**src/rtl/clkgen_pkg.sv**
```systemverilog
// Shared types and limits for the fractional clock-enable generator.
// Optional feature macro used by this slice: CLKEN_PHASE_OUT_EN.
package clkgen_pkg;

  localparam int MAX_CHANNELS = 8;
  localparam int CH_IDX_W     = $clog2(MAX_CHANNELS);

  typedef enum logic [1:0] {
    WAIT_LOCK = 2'd0,
    SETTLE    = 2'd1,
    RUN       = 2'd2
  } state_t;

endpackage

```
**src/rtl/frac_clken_gen_if.sv**
```systemverilog
// Configuration, lock input and enable outputs of frac_clken_gen.
// CLKEN_PHASE_OUT_EN adds the half-period-shifted enable clken_p.
interface frac_clken_gen_if #(
  parameter int CHANNELS = 2,
  parameter int ACC_W    = 16
);

  logic                             pll_lock;
  logic                             cfg_we;
  logic [clkgen_pkg::CH_IDX_W-1:0]  cfg_ch;
  logic [ACC_W-1:0]                 cfg_inc;
  logic [ACC_W-1:0]                 cfg_mod;
  logic [CHANNELS-1:0]              clken;
  logic                             rstn_out;
  logic                             ready;
`ifdef CLKEN_PHASE_OUT_EN
  logic [CHANNELS-1:0]              clken_p;
`endif

  modport master (
    output pll_lock, cfg_we, cfg_ch, cfg_inc, cfg_mod,
`ifdef CLKEN_PHASE_OUT_EN
    input  clken_p,
`endif
    input  clken, rstn_out, ready
  );

  modport slave (
    input  pll_lock, cfg_we, cfg_ch, cfg_inc, cfg_mod,
`ifdef CLKEN_PHASE_OUT_EN
    output clken_p,
`endif
    output clken, rstn_out, ready
  );

endinterface

```
**src/rtl/frac_acc.sv**
```systemverilog
// One channel: fractional accumulator, wrap compare and config load.
// CLKEN_PHASE_OUT_EN adds o_clken_p, fired when acc crosses mod/2.
module frac_acc #(
  parameter int ACC_W   = 16,
  parameter int DEF_INC = 4,
  parameter int DEF_MOD = 9
) (
  input  logic             clk,
  input  logic             resetn,
  input  logic             i_run,
  input  logic             i_wr,
  input  logic [ACC_W-1:0] i_inc,
  input  logic [ACC_W-1:0] i_mod,
`ifdef CLKEN_PHASE_OUT_EN
  output logic             o_clken_p,
`endif
  output logic             o_clken
);

  logic [ACC_W-1:0] r_acc;
  logic [ACC_W-1:0] r_inc;
  logic [ACC_W-1:0] r_mod;
  logic             r_clken;

  logic [ACC_W:0]   w_sum;
  logic             w_hit;
  logic [ACC_W-1:0] w_acc_next;

  // A zero modulus disables the channel instead of matching every cycle.
  assign w_sum      = {1'b0, r_acc} + {1'b0, r_inc};
  assign w_hit      = (r_mod != '0) && (w_sum >= {1'b0, r_mod});
  assign w_acc_next = (r_mod == '0) ? '0 :
                      w_hit ? (w_sum[ACC_W-1:0] - r_mod) : w_sum[ACC_W-1:0];

  always_ff @(posedge clk or negedge resetn) begin
    if (!resetn) begin
      r_acc   <= '0;
      r_inc   <= ACC_W'(DEF_INC);
      r_mod   <= ACC_W'(DEF_MOD);
      r_clken <= 1'b0;
    end else if (i_wr) begin
      r_inc   <= i_inc;
      r_mod   <= i_mod;
      r_acc   <= '0;
      r_clken <= 1'b0;
    end else if (i_run) begin
      r_acc   <= w_acc_next;
      r_clken <= w_hit;
    end else begin
      r_acc   <= '0;
      r_clken <= 1'b0;
    end
  end

  assign o_clken = r_clken;

`ifdef CLKEN_PHASE_OUT_EN
  logic [ACC_W-1:0] w_half;
  logic             r_clken_p;

  assign w_half = r_mod >> 1;

  always_ff @(posedge clk or negedge resetn) begin
    if (!resetn) begin
      r_clken_p <= 1'b0;
    end else if (i_wr || !i_run) begin
      r_clken_p <= 1'b0;
    end else begin
      r_clken_p <= (r_acc < w_half) && (w_acc_next >= w_half);
    end
  end

  assign o_clken_p = r_clken_p;
`endif

endmodule

```
**src/rtl/frac_clken_gen.sv**
```systemverilog
// Lock-qualified fractional clock-enable generator with CHANNELS outputs.
// CLKEN_PHASE_OUT_EN adds per-channel half-period enables on bus.clken_p.
module frac_clken_gen
  import clkgen_pkg::*;
#(
  parameter int CHANNELS    = 2,
  parameter int ACC_W       = 16,
  parameter int LOCK_CYCLES = 1024,
  parameter int DEF_INC     = 4,
  parameter int DEF_MOD     = 9
) (
  input logic              clk,
  input logic              resetn,
  frac_clken_gen_if.slave  bus
);

  localparam int CNT_W = $clog2(LOCK_CYCLES + 1);

  logic             r_lock_s1;
  logic             r_lock_s2;
  state_t           r_state;
  logic [CNT_W-1:0] r_cnt;
  logic             r_ready;
  logic             r_rstn_out;

  logic                w_run;
  logic [CHANNELS-1:0] w_wr;
  logic [CHANNELS-1:0] w_clken;

  // Sync flops live here so the FSM and synchroniser share one reset path.
  always_ff @(posedge clk or negedge resetn) begin
    if (!resetn) begin
      r_lock_s1  <= 1'b0;
      r_lock_s2  <= 1'b0;
      r_state    <= WAIT_LOCK;
      r_cnt      <= '0;
      r_ready    <= 1'b0;
      r_rstn_out <= 1'b0;
    end else begin
      r_lock_s1 <= bus.pll_lock;
      r_lock_s2 <= r_lock_s1;
      case (r_state)
        WAIT_LOCK: begin
          if (r_lock_s2) begin
            r_state <= SETTLE;
            r_cnt   <= '0;
          end
        end
        SETTLE: begin
          if (!r_lock_s2) begin
            r_state <= WAIT_LOCK;
          end else if (r_cnt == CNT_W'(LOCK_CYCLES - 1)) begin
            r_state    <= RUN;
            r_ready    <= 1'b1;
            r_rstn_out <= 1'b1;
          end else begin
            r_cnt <= r_cnt + CNT_W'(1);
          end
        end
        RUN: begin
          if (!r_lock_s2) begin
            r_state    <= WAIT_LOCK;
            r_ready    <= 1'b0;
            r_rstn_out <= 1'b0;
          end
        end
        default: begin
          r_state    <= WAIT_LOCK;
          r_ready    <= 1'b0;
          r_rstn_out <= 1'b0;
        end
      endcase
    end
  end

  // Gating on lock clears the accumulators on the very edge RUN is left.
  assign w_run = (r_state == RUN) && r_lock_s2;

  for (genvar g = 0; g < CHANNELS; g++) begin : g_ch
    assign w_wr[g] = bus.cfg_we && (bus.cfg_ch == CH_IDX_W'(g));

    frac_acc #(
      .ACC_W   (ACC_W),
      .DEF_INC (DEF_INC),
      .DEF_MOD (DEF_MOD)
    ) u_acc (
      .clk       (clk),
      .resetn    (resetn),
      .i_run     (w_run),
      .i_wr      (w_wr[g]),
      .i_inc     (bus.cfg_inc),
      .i_mod     (bus.cfg_mod),
`ifdef CLKEN_PHASE_OUT_EN
      .o_clken_p (bus.clken_p[g]),
`endif
      .o_clken   (w_clken[g])
    );
  end

  assign bus.clken    = w_clken;
  assign bus.ready    = r_ready;
  assign bus.rstn_out = r_rstn_out;

endmodule

```
**src/flat_wrapper.sv**
```systemverilog
// flat-port wrapper written by rule: the top's interface ports become plain ports
module frac_clken_gen_flat import clkgen_pkg::*;
#(
  parameter int CHANNELS    = 2,
  parameter int ACC_W       = 16,
  parameter int LOCK_CYCLES = 1024,
  parameter int DEF_INC     = 4,
  parameter int DEF_MOD     = 9
)
  (clk, resetn, bus_pll_lock, bus_cfg_we, bus_cfg_ch, bus_cfg_inc, bus_cfg_mod, bus_clken, bus_rstn_out, bus_ready);
  frac_clken_gen_if #(.CHANNELS(CHANNELS), .ACC_W(ACC_W)) bus_i ();
  input logic clk;
  input logic resetn;
  input wire logic [$bits(bus_i.pll_lock)-1:0] bus_pll_lock;
  input wire logic [$bits(bus_i.cfg_we)-1:0] bus_cfg_we;
  input wire logic [$bits(bus_i.cfg_ch)-1:0] bus_cfg_ch;
  input wire logic [$bits(bus_i.cfg_inc)-1:0] bus_cfg_inc;
  input wire logic [$bits(bus_i.cfg_mod)-1:0] bus_cfg_mod;
  output wire logic [$bits(bus_i.clken)-1:0] bus_clken;
  output wire logic [$bits(bus_i.rstn_out)-1:0] bus_rstn_out;
  output wire logic [$bits(bus_i.ready)-1:0] bus_ready;
  assign bus_i.pll_lock = bus_pll_lock;
  assign bus_i.cfg_we = bus_cfg_we;
  assign bus_i.cfg_ch = bus_cfg_ch;
  assign bus_i.cfg_inc = bus_cfg_inc;
  assign bus_i.cfg_mod = bus_cfg_mod;
  assign bus_clken = bus_i.clken;
  assign bus_rstn_out = bus_i.rstn_out;
  assign bus_ready = bus_i.ready;
  frac_clken_gen #(.CHANNELS(CHANNELS), .ACC_W(ACC_W), .LOCK_CYCLES(LOCK_CYCLES), .DEF_INC(DEF_INC), .DEF_MOD(DEF_MOD)) u_core (.clk(clk), .resetn(resetn), .bus(bus_i));
endmodule
```
**config.mk**
```make
export PLATFORM = sky130hd
export DESIGN_NAME = frac_clken_gen_flat
export DESIGN_NICKNAME = d
export VERILOG_FILES = /design/src/rtl/clkgen_pkg.sv /design/src/rtl/frac_clken_gen_if.sv /design/src/rtl/frac_acc.sv /design/src/rtl/frac_clken_gen.sv /design/src/flat_wrapper.sv
export SDC_FILE = /design/constraint.sdc
export NUM_CORES = 1
export LEC_CHECK = 0
export CORE_MARGIN = 3
export CORE_UTILIZATION = 40
export DETAILED_ROUTE_END_ITERATION = 8
export PLACE_DENSITY = 0.67
export SETUP_SLACK_MARGIN = 0.1
export SLEW_MARGIN = 10
export SYNTH_ARGS = -nofsm -noshare
export SYNTH_HDL_FRONTEND = slang
export SYNTH_SLANG_ARGS = --single-unit
```
**constraint.sdc**
```tcl
create_clock -name clk -period 8 [get_ports clk]
set_input_delay 0.8 -clock clk [delete_from_list [all_inputs] [get_ports clk]]
set_output_delay 0.8 -clock clk [all_outputs]
set_load 0.01 [all_outputs]
```
==> results of run 1 <==
critical path, delay by kind of cell (launching register included):
family / cells / cell delay [ns]
XOR/XNOR: 1 / 0.12
adder cells (fa/ha/maj): 3 / 0.77
AND/OR/NAND/NOR: 3 / 0.29
AO/OA/AOI/OAI: 10 / 2.96
flip-flops: 1 / 0.38
buffers and inverters: 1 / 0.08
per-stage QoR:
step                setup slack [ns]  hold slack, ns  power (W)  instance area [um^2]
finish                         3.257          0.3556   0.002424                  8845
global route                   2.833          0.3622   0.002586                  8845
CTS                            3.268          0.3604   0.002436                  8845
detailed placement             3.280          0.3485   0.001676                  8253
global placement               3.444          0.3388   0.001662                  8253
floorplan                      4.105          0.3312   0.001474                  7625
power groups by stage:
stage	registers [W]	logic, W	clock network [W]
CTS	0.000710	0.000964	0.000762
detailed placement	0.000719	0.000957	0
floorplan	0.000694	0.000780	0
finish	0.000709	0.000968	0.000746
global placement	0.000717	0.000945	0
global route	0.000718	0.00108	0.000786
synthesized netlist by cell type (4+ instances only):
cell	number
nor3_1	16
mux2_2	33
or3_1	4
ha_1	65
nand2_1	66
nor2_1	60
a21o_1	14
a221oi_1	4
dfrtp_1	108
o31a_1	4
xnor2_1	37
o21a_1	16
and3_1	6
inv_1	61
fa_1	4
nor4_1	11
mux2i_1	22
o21ai_0	56
and2_1	5
a211oi_1	5
o21bai_1	6
dfstp_2	6
or2_2	6
nand3_1	11
a21oi_1	39
clkbuf_1	14
xor2_1	17
nand4_1	11
a31oi_1	10
buf_4	4
nor2b_1	15
kinds of logic (layout without fill, tap and decap cells):
logic type | Yosys count | after routing | synth area share
muxes | 55 | 55 | 0.07762
xor gates and xnor gates | 54 | 54 | 0.06203
and+or+nand+nor | 225 | 225 | 0.1416
DFF | 114 | 114 | 0.3751
buffers and inverters | 83 | 138 | 0.04627
AOI/OAI and AO/OA | 201 | 201 | 0.1802
adders and majority gates | 69 | 69 | 0.1172
area by class of cell:
type                    count  area, um^2
multi-input cells         604        4437
fillers                  1692        9487
flip-flops and latches    114        2860
inverters                  61       229.0
repair buffers             45       440.4
well taps                 229       286.5
clock buffers              23       488.0
clock inverters             9       103.9
path summary, 6_finish.rpt:
path	end	depth (start not counted)	startpoint
max	u_core.g_ch[0].u_acc.r_acc[14]	18	u_core.g_ch[0].u_acc.r_inc[0]
min	u_core.r_lock_s2	0	u_core.r_lock_s1
max reg2reg	u_core.g_ch[0].u_acc.r_acc[14]	18	u_core.g_ch[0].u_acc.r_inc[0]
min reg2reg	u_core.r_lock_s2	0	u_core.r_lock_s1
max in group asynchronous	u_core.g_ch[1].u_acc.r_acc[10]	2	resetn
min in group asynchronous	u_core.g_ch[0].u_acc.r_inc[15]	1	resetn
metal layers:
| layer | vias up | GRT usage | wire length [um] |
|---|---|---|---|
| met5 | - | 0 | 0 |
| met1 | 2764 | 0.2412 | 8414 |
| met4 | 0 | 0.05253 | 214 |
| met2 | 83 | 0.2935 | 8368 |
| met3 | 14 | 0.03208 | 438 |
| li1 | 2958 | - | - |
flip-flops by register name, summed over array words and instances (netlist names):
name,count
u_core.bus.ready,1
u_core.g_ch.u_acc.o_clken,2
u_core.g_ch.u_acc.r_acc,32
u_core.g_ch.u_acc.r_inc,32
u_core.g_ch.u_acc.r_mod,32
u_core.r_cnt,11
u_core.r_lock_s1,1
u_core.r_lock_s2,1
u_core.r_state,2
==> metrics.md, run 1 <==
| Metric | Value |
|---|---|
| Outcome | complete, no violations |
| I/O Pins | 43 |
| Post-synthesis register bit count | 114 |
| Sw Share | 0.3516 |
| Gate power share | 0.399 |
| First drt pass iteration count | 5 |
| Die height | 144.1 um |
| Share of post-route cells with drive strength above 1 | 0.1121 |
| Clock Path Buffers | 2 |
| Slew at the pin with the worst max-slew slack | about 1.0 ns |
| Slowest CP cell | a21boi_2 |
| Number of global-route vias before repair | around 5800 |
| Root Buffer | clkbuf_16 |
| First-pass GRT wire length | 29060 um |
| Max cap viols | 0 |
| Syn Inst Count | 801 |
| Clock Skew | approximately 0.0069 ns |
| Final Max Slew Viols | 0 |
| Commonest non-fill, non-tap cell in the layout | dfrtp_1 |
| Via count | slightly below 6000 |
| N_diodes | 0 |
| FFs w/ async S/R, synth | 1.000 |
| Total wire length | 17440 um |
| RD Place Congestion | 0.8910 |
| WL/cell | between 15 and 20 um |
| TritonCTS clock tree | done |
| Setup TNS | 0 ns |
| Synthesized net count | about 910 |
| Critical Path Sink Type | flip-flop |
| Clk_lat worst skew | 0.42 ns |
| Final hold vios | 0 |
| Finish-stage setup viols | 0 |
| Max Clk Rate | about 0.21 GHz |
| Netlist Area Pre-Place | 0.007625 mm^2 |
| Top cells by area, synth | dfrtp_1, ha_1, mux2_2 |
| Synth area leader | dfrtp_1 |
| Tmin final | 4.743 ns |
| Yosys Warn Count | 0 |
| Pwr dens | between 200 and 300 mW/mm^2 |
| Antenna-violating nets left | 0 |
| Placed cell count | about 1100 |
| Cts hold-fix bufs | 0 |
| Synthesized area per cell | ~9.5 um^2 |
| Post-synth top area share | 0.3544 |
| Die area | about 0.021 mm^2 |
| Initial antenna violation count | 0 |
| Fin crit share | 0.5929 |
| Initial DRC Count | ~330 |
| Die Width | 144.1 um |
| Internal reg-to-reg setup slack | 3.26 ns |
| Clock sink count | ~110 |
| Power share of the clock group | 0.308 |
| Reg clk slew, reported paths | 0.05 ns |
| EDFF count, synth | 0 |
| Psw | between 0.0008 and 0.0009 W |
| CTS resizes | 0 |
| H-Tree Depth | 4 |
| Post-CTS Setup Bufs | 0 |
| Crit path top cell by count | ha_1 |
| Leak pwr | 4.050 nW |
| Crit-path max FO | 19 |
| Largest net degree at the start of global routing | 62 |
| Via-to-Cell Ratio | 5.363 |
| Required @ worst endpoint | 8.30 ns |
| Main flop type after synthesis | dfrtp_1 |
| Area Growth Syn to Fin | 16.00% |
| Core box area | 0.01833 mm^2 |
| Nets | 951 |
| Unrepaired setup endpoints after global routing | no |
| Crit-path cells | ha_1 -> inv_1 -> fa_1 -> nor2b_1 -> o31a_2 -> o221a_4 -> a311o_1 -> a21oi_1 -> xnor2_1 -> ha_1 -> nand2_1 -> o21ai_0 -> o41ai_1 -> o211a_1 -> o31a_1 -> a21boi_2 -> nor2_1 -> a2bb2o_1 |
| CP arrival | 5.04 ns |
| Critical path class | flip-flop to flip-flop |
| Number of CTS-inserted buffers | 17 |
| Global route total overflow | 0 |
| Slew margin rel. | 0.3080 |
| Fin cells | 1085 |
| Int Power | between 0.0015 and 0.002 W |
| PortBufs | 42 |
| All-layer global routing usage | 0.1784 |
| Seq pwr share | 0.293 |
| CP Launch Type | flip-flop |
| Sequential area share after synthesis | 0.3751 |
| DRC Markers | 0 |
| Final core occ | 0.4825 |
| Cell variety after synth | 74 |
| Crit-path max cell delay | 0.82 ns |
| Peak supply drop | between 0.1 and 0.15 mV |
| Starting density of the core | 0.4159 |
| Commonest cells after routing, fill and taps aside | dfrtp_1, nand2_1, ha_1, inv_1, nor2_1 |
| Std-Cell Rows | between 40 and 50 |
| Hold Path Class | flip-flop to flip-flop |
| DP HPWL | roughly 14000 um |
Power figures use the tool's default switching activity.
==> run 2, diff against run 1 <==
==> constraint.sdc (replaced) <==
create_clock -name clk -period 4.8 [get_ports clk]
set_input_delay 0.48 -clock clk [delete_from_list [all_inputs] [get_ports clk]]
set_output_delay 0.48 -clock clk [all_outputs]
set_load 0.01 [all_outputs]
==> metrics.md, run 2 (synthesis results as in run 1) <==
| Metric | Value |
|---|---|
| Outcome | complete, no violations |
| DP HPWL | 13520 um (-0.26%) |
| Clock Skew | 0.01052 ns (+0.003614 ns) |
| Largest regs | u_core.g_ch.u_acc.r_acc (32), u_core.g_ch.u_acc.r_inc (32), u_core.g_ch.u_acc.r_mod (32) |
| DRC Markers | 0 (unchanged) |
| Share of post-route cells with drive strength above 1 | 0.1129 (+0.0007725) |
| Critical Path Sink Type | flip-flop |
| CP arrival | 4.61 ns (-0.43 ns) |
| Reg2reg start | u_core.g_ch[0].u_acc.r_inc[0] |
| Finish-stage setup viols | 0 (unchanged) |
| Pwr dens | 466.0 mW/mm^2 (+70%) |
| Leak pwr | 4.066 nW (+0.38%) |
| Crit-path max FO | 13 (-6) |
| Largest net degree at the start of global routing | 76 (+23%) |
| Critical path class | flip-flop to flip-flop |
| H-Tree Depth | 4 (unchanged) |
| Setup TNS | 0 ns (unchanged) |
| Reg clk slew, reported paths | 0.05 ns (about the same) |
| Clk_lat worst skew | 0.41 ns (about the same) |
| I/O Pins | 43 (unchanged) |
| Number of global-route vias before repair | 5755 (-1.0%) |
| Fin crit share | 0.9076 (+0.3147) |
| Required @ worst endpoint | 5.06 ns (-3.24 ns) |
| Commonest non-fill, non-tap cell in the layout | dfrtp_1 |
| Total wire length | 17550 um (+0.63%) |
| Antenna-violating nets left | 0 (unchanged) |
| Hold Path Class | primary input to asynchronous set/reset pin |
| WL/cell | 16.13 um (+0.35%) |
| Area Growth Syn to Fin | 16.70% |
| Placed cell areas | 0.008268 mm^2 (+0.18%) |
| PortBufs | 42 (unchanged) |
| Slew margin rel. | 0.3825 (+0.07454) |
| Max Clk Rate | 0.2295 GHz (+8.9%) |
| Initial DRC Count | 308 (-7.5%) |
| Crit path from | u_core.g_ch[0].u_acc.r_inc[0] |
| Global route total overflow | 0 (unchanged) |
| Std-Cell Rows | 49 (unchanged) |
| Initial antenna violation count | 0 (unchanged) |
| Tmin final | 4.357 ns (-0.3868 ns) |
| Root Buffer | clkbuf_16 |
| Max cap viols | 0 (unchanged) |
| Slew at the pin with the worst max-slew slack | 0.9263 ns (-0.1058 ns) |
| Final hold vios | 0 (unchanged) |
| CP Launch Type | flip-flop |
| RD Place Congestion | 0.8826 (-0.94%) |
| Clock Path Buffers | 2 (unchanged) |
| N_diodes | 0 (unchanged) |
| Clock sink count | 114 (unchanged) |
| Peak supply drop | 0.2242 mV (+84%) |
| Via-to-Cell Ratio | 5.378 (+0.27%) |
| Die area | 0.02075 mm^2 (unchanged) |
| Number of CTS-inserted buffers | 17 (unchanged) |
| Nets | 954 (+0.32%) |
| Via count | 5851 (+0.55%) |
| Final Max Slew Viols | 0 (unchanged) |
| First drt pass iteration count | 5 (unchanged) |
| First-pass GRT wire length | 28790 um (-0.95%) |
| TritonCTS clock tree | done |
| Die Width | 144.1 um (unchanged) |
| Commonest cells after routing, fill and taps aside | dfrtp_1, nand2_1, ha_1, inv_1, nor2_1 |
| Die height | 144.1 um (unchanged) |
| Fin area | 0.008899 mm^2 (+0.61%) |
| Starting density of the core | 0.4159 (unchanged) |
| All-layer global routing usage | 0.1755 (-0.002902) |
| Core box area | 0.01833 mm^2 (unchanged) |
| Unrepaired setup endpoints after global routing | no |
| Internal reg-to-reg setup slack | 0.44 ns (-2.81 ns) |
## run 2: power breakdown
group | leakage (nW) | internal [W] | switching [W]
Sequential | 1.45 | 0.00109 | 0.0000929
Clock | 0.290 | 0.000895 | 0.000434
Combinational | 2.32 | 0.000726 | 0.000908
## run 2: timing repair
action                     in CTS  in global routing
hold buffers                    0                  0
setup endpoints to repair       0                 12
gates resized for setup         0                  1
hold endpoints to repair        0                  0
buffers inserted                0                  1
## run 2: per-layer routing
metal | global-route usage | up-vias | share of wire
met5 | 0 | - | 0
met4 | 0.05897 | 0 | 0.018
met3 | 0.02745 | 18 | 0.016
met2 | 0.2927 | 73 | 0.48
met1 | 0.2335 | 2789 | 0.49
li1 | - | 2971 | -
## run 2: cell type report
| type | count | area (um^2) |
|---|---|---|
| fillers | 1628 | 9433 |
| multi-input cells | 604 | 4437 |
| flip-flops and latches | 114 | 2860 |
| clock buffers | 23 | 467.9 |
| repair buffers | 48 | 462.9 |
| well taps | 229 | 286.5 |
| inverters | 61 | 229.0 |
| clock inverters | 9 | 155.1 |
## run 2: through the flow
stage               utilization  setup WS (ns)  std cells  hold WS (ns)  power (W)
finish                   0.4854         0.4433       1088        0.2012   0.004147
global route             0.4854         0.1682       1088        0.2962   0.004413
CTS                      0.4850         0.3376       1087        0.2467   0.004158
detailed placement       0.4510         0.3796       1055        0.3524   0.002804
global placement         0.4510         0.5509       1055        0.3484   0.002777
floorplan                     -         0.9054        801        0.1844   0.002456
## run 2: critical path, cell delays in order (launching register included)
cell      delay (ns)
dfrtp_1         0.39
ha_1            0.23
inv_1           0.08
fa_1            0.20
nor2b_1         0.07
o31a_2          0.33
o221a_4         0.24
a311o_1         0.35
a21oi_1         0.18
xnor2_1         0.12
ha_1            0.35
nand2_1         0.07
o21ai_0         0.23
o41ai_1         0.13
o211a_1         0.22
o31a_1          0.13
a21boi_2        0.29
buf_4           0.30
mux2i_1         0.23
nor2_1          0.06
## run 2: final timing paths
check / endpoint / cells after the start
max in group asynchronous: u_core.g_ch[1].u_acc.r_mod[3] / 2
setup / recovery: u_core.g_ch[0].u_acc.r_acc[7] / 19
setup reg to reg: u_core.g_ch[0].u_acc.r_acc[7] / 19
min in group clk: u_core.r_lock_s2 / 0
hold / removal: u_core.g_ch[0].u_acc.r_inc[12] / 1
hold reg to reg: u_core.r_lock_s2 / 0
==> run 3, diff against run 2 <==
--- a/config.mk
+++ b/config.mk
@@ -5,9 +5,10 @@
 export SDC_FILE = /design/constraint.sdc
 export NUM_CORES = 1
 export LEC_CHECK = 0
-export CORE_MARGIN = 3
+export CORE_MARGIN = 2
 export CORE_UTILIZATION = 40
 export DETAILED_ROUTE_END_ITERATION = 8
+export GPL_ROUTABILITY_DRIVEN = 1
 export PLACE_DENSITY = 0.67
 export SETUP_SLACK_MARGIN = 0.1
 export SLEW_MARGIN = 10
==> metrics.md, run 3 (synthesis results as in run 1) <==
| Metric | Value |
|---|---|
| Outcome | complete, no violations |
| Slowest CP cell | dfrtp_1 |
| R2R depth | 19 (unchanged) |
| Clock Skew | 0.008073 ns (-0.002447 ns) |
| First drt pass iteration count | 6 (+1) |
| I/O Pins | 43 (unchanged) |
| Internal reg-to-reg setup slack | 0.46 ns (+0.02 ns) |
| Critical Path Sink Type | flip-flop |
| Commonest cells after routing, fill and taps aside | dfrtp_1, nand2_1, ha_1, inv_1, nor2_1 |
| Slew margin rel. | 0.4270 (+0.04452) |
| Max Clk Rate | 0.2303 GHz (+0.35%) |
| Root Buffer | clkbuf_16 |
| CP delay by family, top | compound AO/OA/AOI/OAI gates |
| Via-to-Cell Ratio | 5.360 (-0.34%) |
| Reg2reg start | u_core.g_ch[0].u_acc.r_inc[0] |
| WL/cell | 15.97 um (-1.0%) |
| Hold Path Class | primary input to asynchronous set/reset pin |
| Reg clk slew, reported paths | 0.05 ns (about the same) |
| Placed cell areas | 0.008274 mm^2 (about the same) |
| Clock sink count | 114 (unchanged) |
| Leak pwr | 4.067 nW (about the same) |
| Required @ worst endpoint | 5.06 ns (about the same) |
| H-Tree Depth | 4 (unchanged) |
| Max cap viols | 0 (unchanged) |
| Largest regs | u_core.g_ch.u_acc.r_acc (32), u_core.g_ch.u_acc.r_inc (32), u_core.g_ch.u_acc.r_mod (32) |
| DP HPWL | 13440 um (-0.65%) |
| Pwr dens | 460.5 mW/mm^2 (-1.2%) |
| Fin area | 0.008902 mm^2 (about the same) |
| Crit-path cells | ha_1 -> inv_1 -> fa_1 -> nor2b_1 -> o31a_2 -> o221a_4 -> a311o_1 -> a21oi_1 -> xnor2_1 -> ha_1 -> nand2_1 -> o21ai_0 -> o41ai_2 -> o211a_1 -> o31a_1 -> a21boi_2 -> buf_4 -> mux2i_1 -> nor2_1 |
| Number of global-route vias before repair | 5904 (+2.6%) |
| Nets | 954 (unchanged) |
| Area Growth Syn to Fin | 16.75% (about the same) |
| Setup TNS | 0 ns (unchanged) |
| Fin crit share | 0.9044 (-0.003194) |
| Crit path top cell by count | ha_1 |
| Via count | 5858 (+0.12%) |
| TritonCTS clock tree | done |
| Die area | 0.02018 mm^2 (-2.8%) |
| Commonest non-fill, non-tap cell in the layout | dfrtp_1 |
| Crit-path max cell delay | 0.38 ns (about the same) |
| All-layer global routing usage | 0.1815 (+0.006012) |
| Tmin final | 4.341 ns (-0.01533 ns) |
| Total wire length | 17450 um (-0.54%) |
| Final hold vios | 0 (unchanged) |
| Die Width | 142.1 um (-1.4%) |
| DRC Markers | 0 (unchanged) |
| Final WS setup | 0.4587 ns (+0.01533 ns) |
| PortBufs | 42 (unchanged) |
| Clk_lat worst skew | 0.41 ns (about the same) |
| Critical path class | flip-flop to flip-flop |
| Die height | 142.1 um (-1.4%) |
| Largest net degree at the start of global routing | 70 (-7.9%) |
| Core box area | 0.01871 mm^2 (+2.0%) |
| CP Launch Type | flip-flop |
| Initial DRC Count | 268 (-13%) |
| Antenna-violating nets left | 0 (unchanged) |
| Global route total overflow | 0 (unchanged) |
| Crit-path max FO | 15 (+2) |
| Crit path buf inv count | 2 (unchanged) |
| Initial antenna violation count | 0 (unchanged) |
| Starting density of the core | 0.4076 (-0.008319) |
| Unrepaired setup endpoints after global routing | no |
| Share of post-route cells with drive strength above 1 | 0.1187 (+0.005821) |
| Peak supply drop | 0.2323 mV (+3.6%) |
| Dpl ws | 0.3921 ns (+0.01246 ns) |
| RD Place Congestion | 0.8747 (-0.90%) |
| Std-Cell Rows | 50 (+2.0%) |
| R2R Path End | u_core.g_ch[0].u_acc.r_acc[12] |
| Final Max Slew Viols | 0 (unchanged) |
| Finish-stage setup viols | 0 (unchanged) |
| First-pass GRT wire length | 28920 um (+0.46%) |
| CP arrival | 4.61 ns (about the same) |
| Clock Path Buffers | 2 (unchanged) |
| Number of CTS-inserted buffers | 17 (unchanged) |
| N_diodes | 0 (unchanged) |
| Slew at the pin with the worst max-slew slack | 0.8595 ns (-0.06678 ns) |
==> run 3: cell types whose count changed in the layout (fill, tap and decap cells not counted) <==
cell	previous run	this run
clkinv_4	0	2
o41ai_1	1	0
clkinv_2	1	3
bufinv_16	4	3
clkinvlp_4	4	5
clkbuf_1	4	0
o41ai_2	0	1
==> run 3: worst register-to-register path: stages, from the launching register on <==
cell and delay [ns]:
dfrtp_1 0.38, ha_1 0.24, inv_1 0.09, fa_1 0.21, nor2b_1 0.07, o31a_2 0.33
o221a_4 0.24, a311o_1 0.34, a21oi_1 0.17, xnor2_1 0.12, ha_1 0.37, nand2_1 0.07
o21ai_0 0.29, o41ai_2 0.13, o211a_1 0.22, o31a_1 0.12, a21boi_2 0.22, buf_4 0.28
mux2i_1 0.24, nor2_1 0.05
==> run 3: layer usage <==
metal  part of all wire  vias up  global-route usage
li1                   -     2975                   -
met1               0.48     2777              0.2424
met2               0.48       85              0.3021
met3              0.018       21             0.02524
met4              0.019        0             0.06474
met5                  0        -                   0
==> run 3: layout make-up <==
type                    instances  area (um^2)
multi-input cells             604         4444
well taps                     234        292.8
flip-flops and latches        114         2860
clock inverters                13        160.2
fillers                      1692         9803
clock buffers                  19        452.9
repair buffers                 48        462.9
inverters                      61        229.0
==> run 3: how the worst max path moves through the flow <==
stage,from,to,slack (ns),cells after the start
floorplan,u_core.g_ch[1].u_acc.r_inc[2],u_core.g_ch[1].u_acc.r_acc[10],0.91,19
global placement,u_core.g_ch[0].u_acc.r_inc[0],u_core.g_ch[0].u_acc.r_acc[11],0.49,19
detailed placement,u_core.g_ch[1].u_acc.r_inc[2],u_core.g_ch[1].u_acc.r_acc[9],0.39,17
CTS,u_core.g_ch[1].u_acc.r_inc[2],u_core.g_ch[1].u_acc.r_acc[9],0.37,17
global route,u_core.g_ch[0].u_acc.r_inc[0],u_core.g_ch[0].u_acc.r_acc[1],0.13,19
finish,u_core.g_ch[0].u_acc.r_inc[0],u_core.g_ch[0].u_acc.r_acc[12],0.46,19
==> run 3: power breakdown <==
part | total, W | switching, W | leakage (nW) | internal [W]
Clock | 0.00129 | 0.000448 | 0.287 | 0.000841
Sequential | 0.00118 | 0.0000905 | 1.45 | 0.00109
Combinational | 0.00163 | 0.000903 | 2.33 | 0.000726
Total | 0.00410 | 0.00144 | 4.07 | 0.00266
==> run 3: metrics by stage <==
step	total power [W]	hold WS, ns	instances	utilization
after floorplan	0.002456	0.1844	801	-
after global placement	0.002779	0.3472	1060	0.4423
after detailed placement	0.002793	0.3412	1060	0.4423
after CTS	0.004096	0.2113	1092	0.4751
after global routing	0.004365	0.2541	1093	0.4759
final	0.004099	0.1652	1093	0.4759
==> run 3: timing repair <==
| action | CTS | global route |
|---|---|---|
| hold buffers | 0 | 0 |
| gates resized for setup | 0 | 2 |
| setup endpoints to repair | 0 | 15 |
| endpoints found under the hold margin | 0 | 0 |
| setup buffers | 0 | 1 |
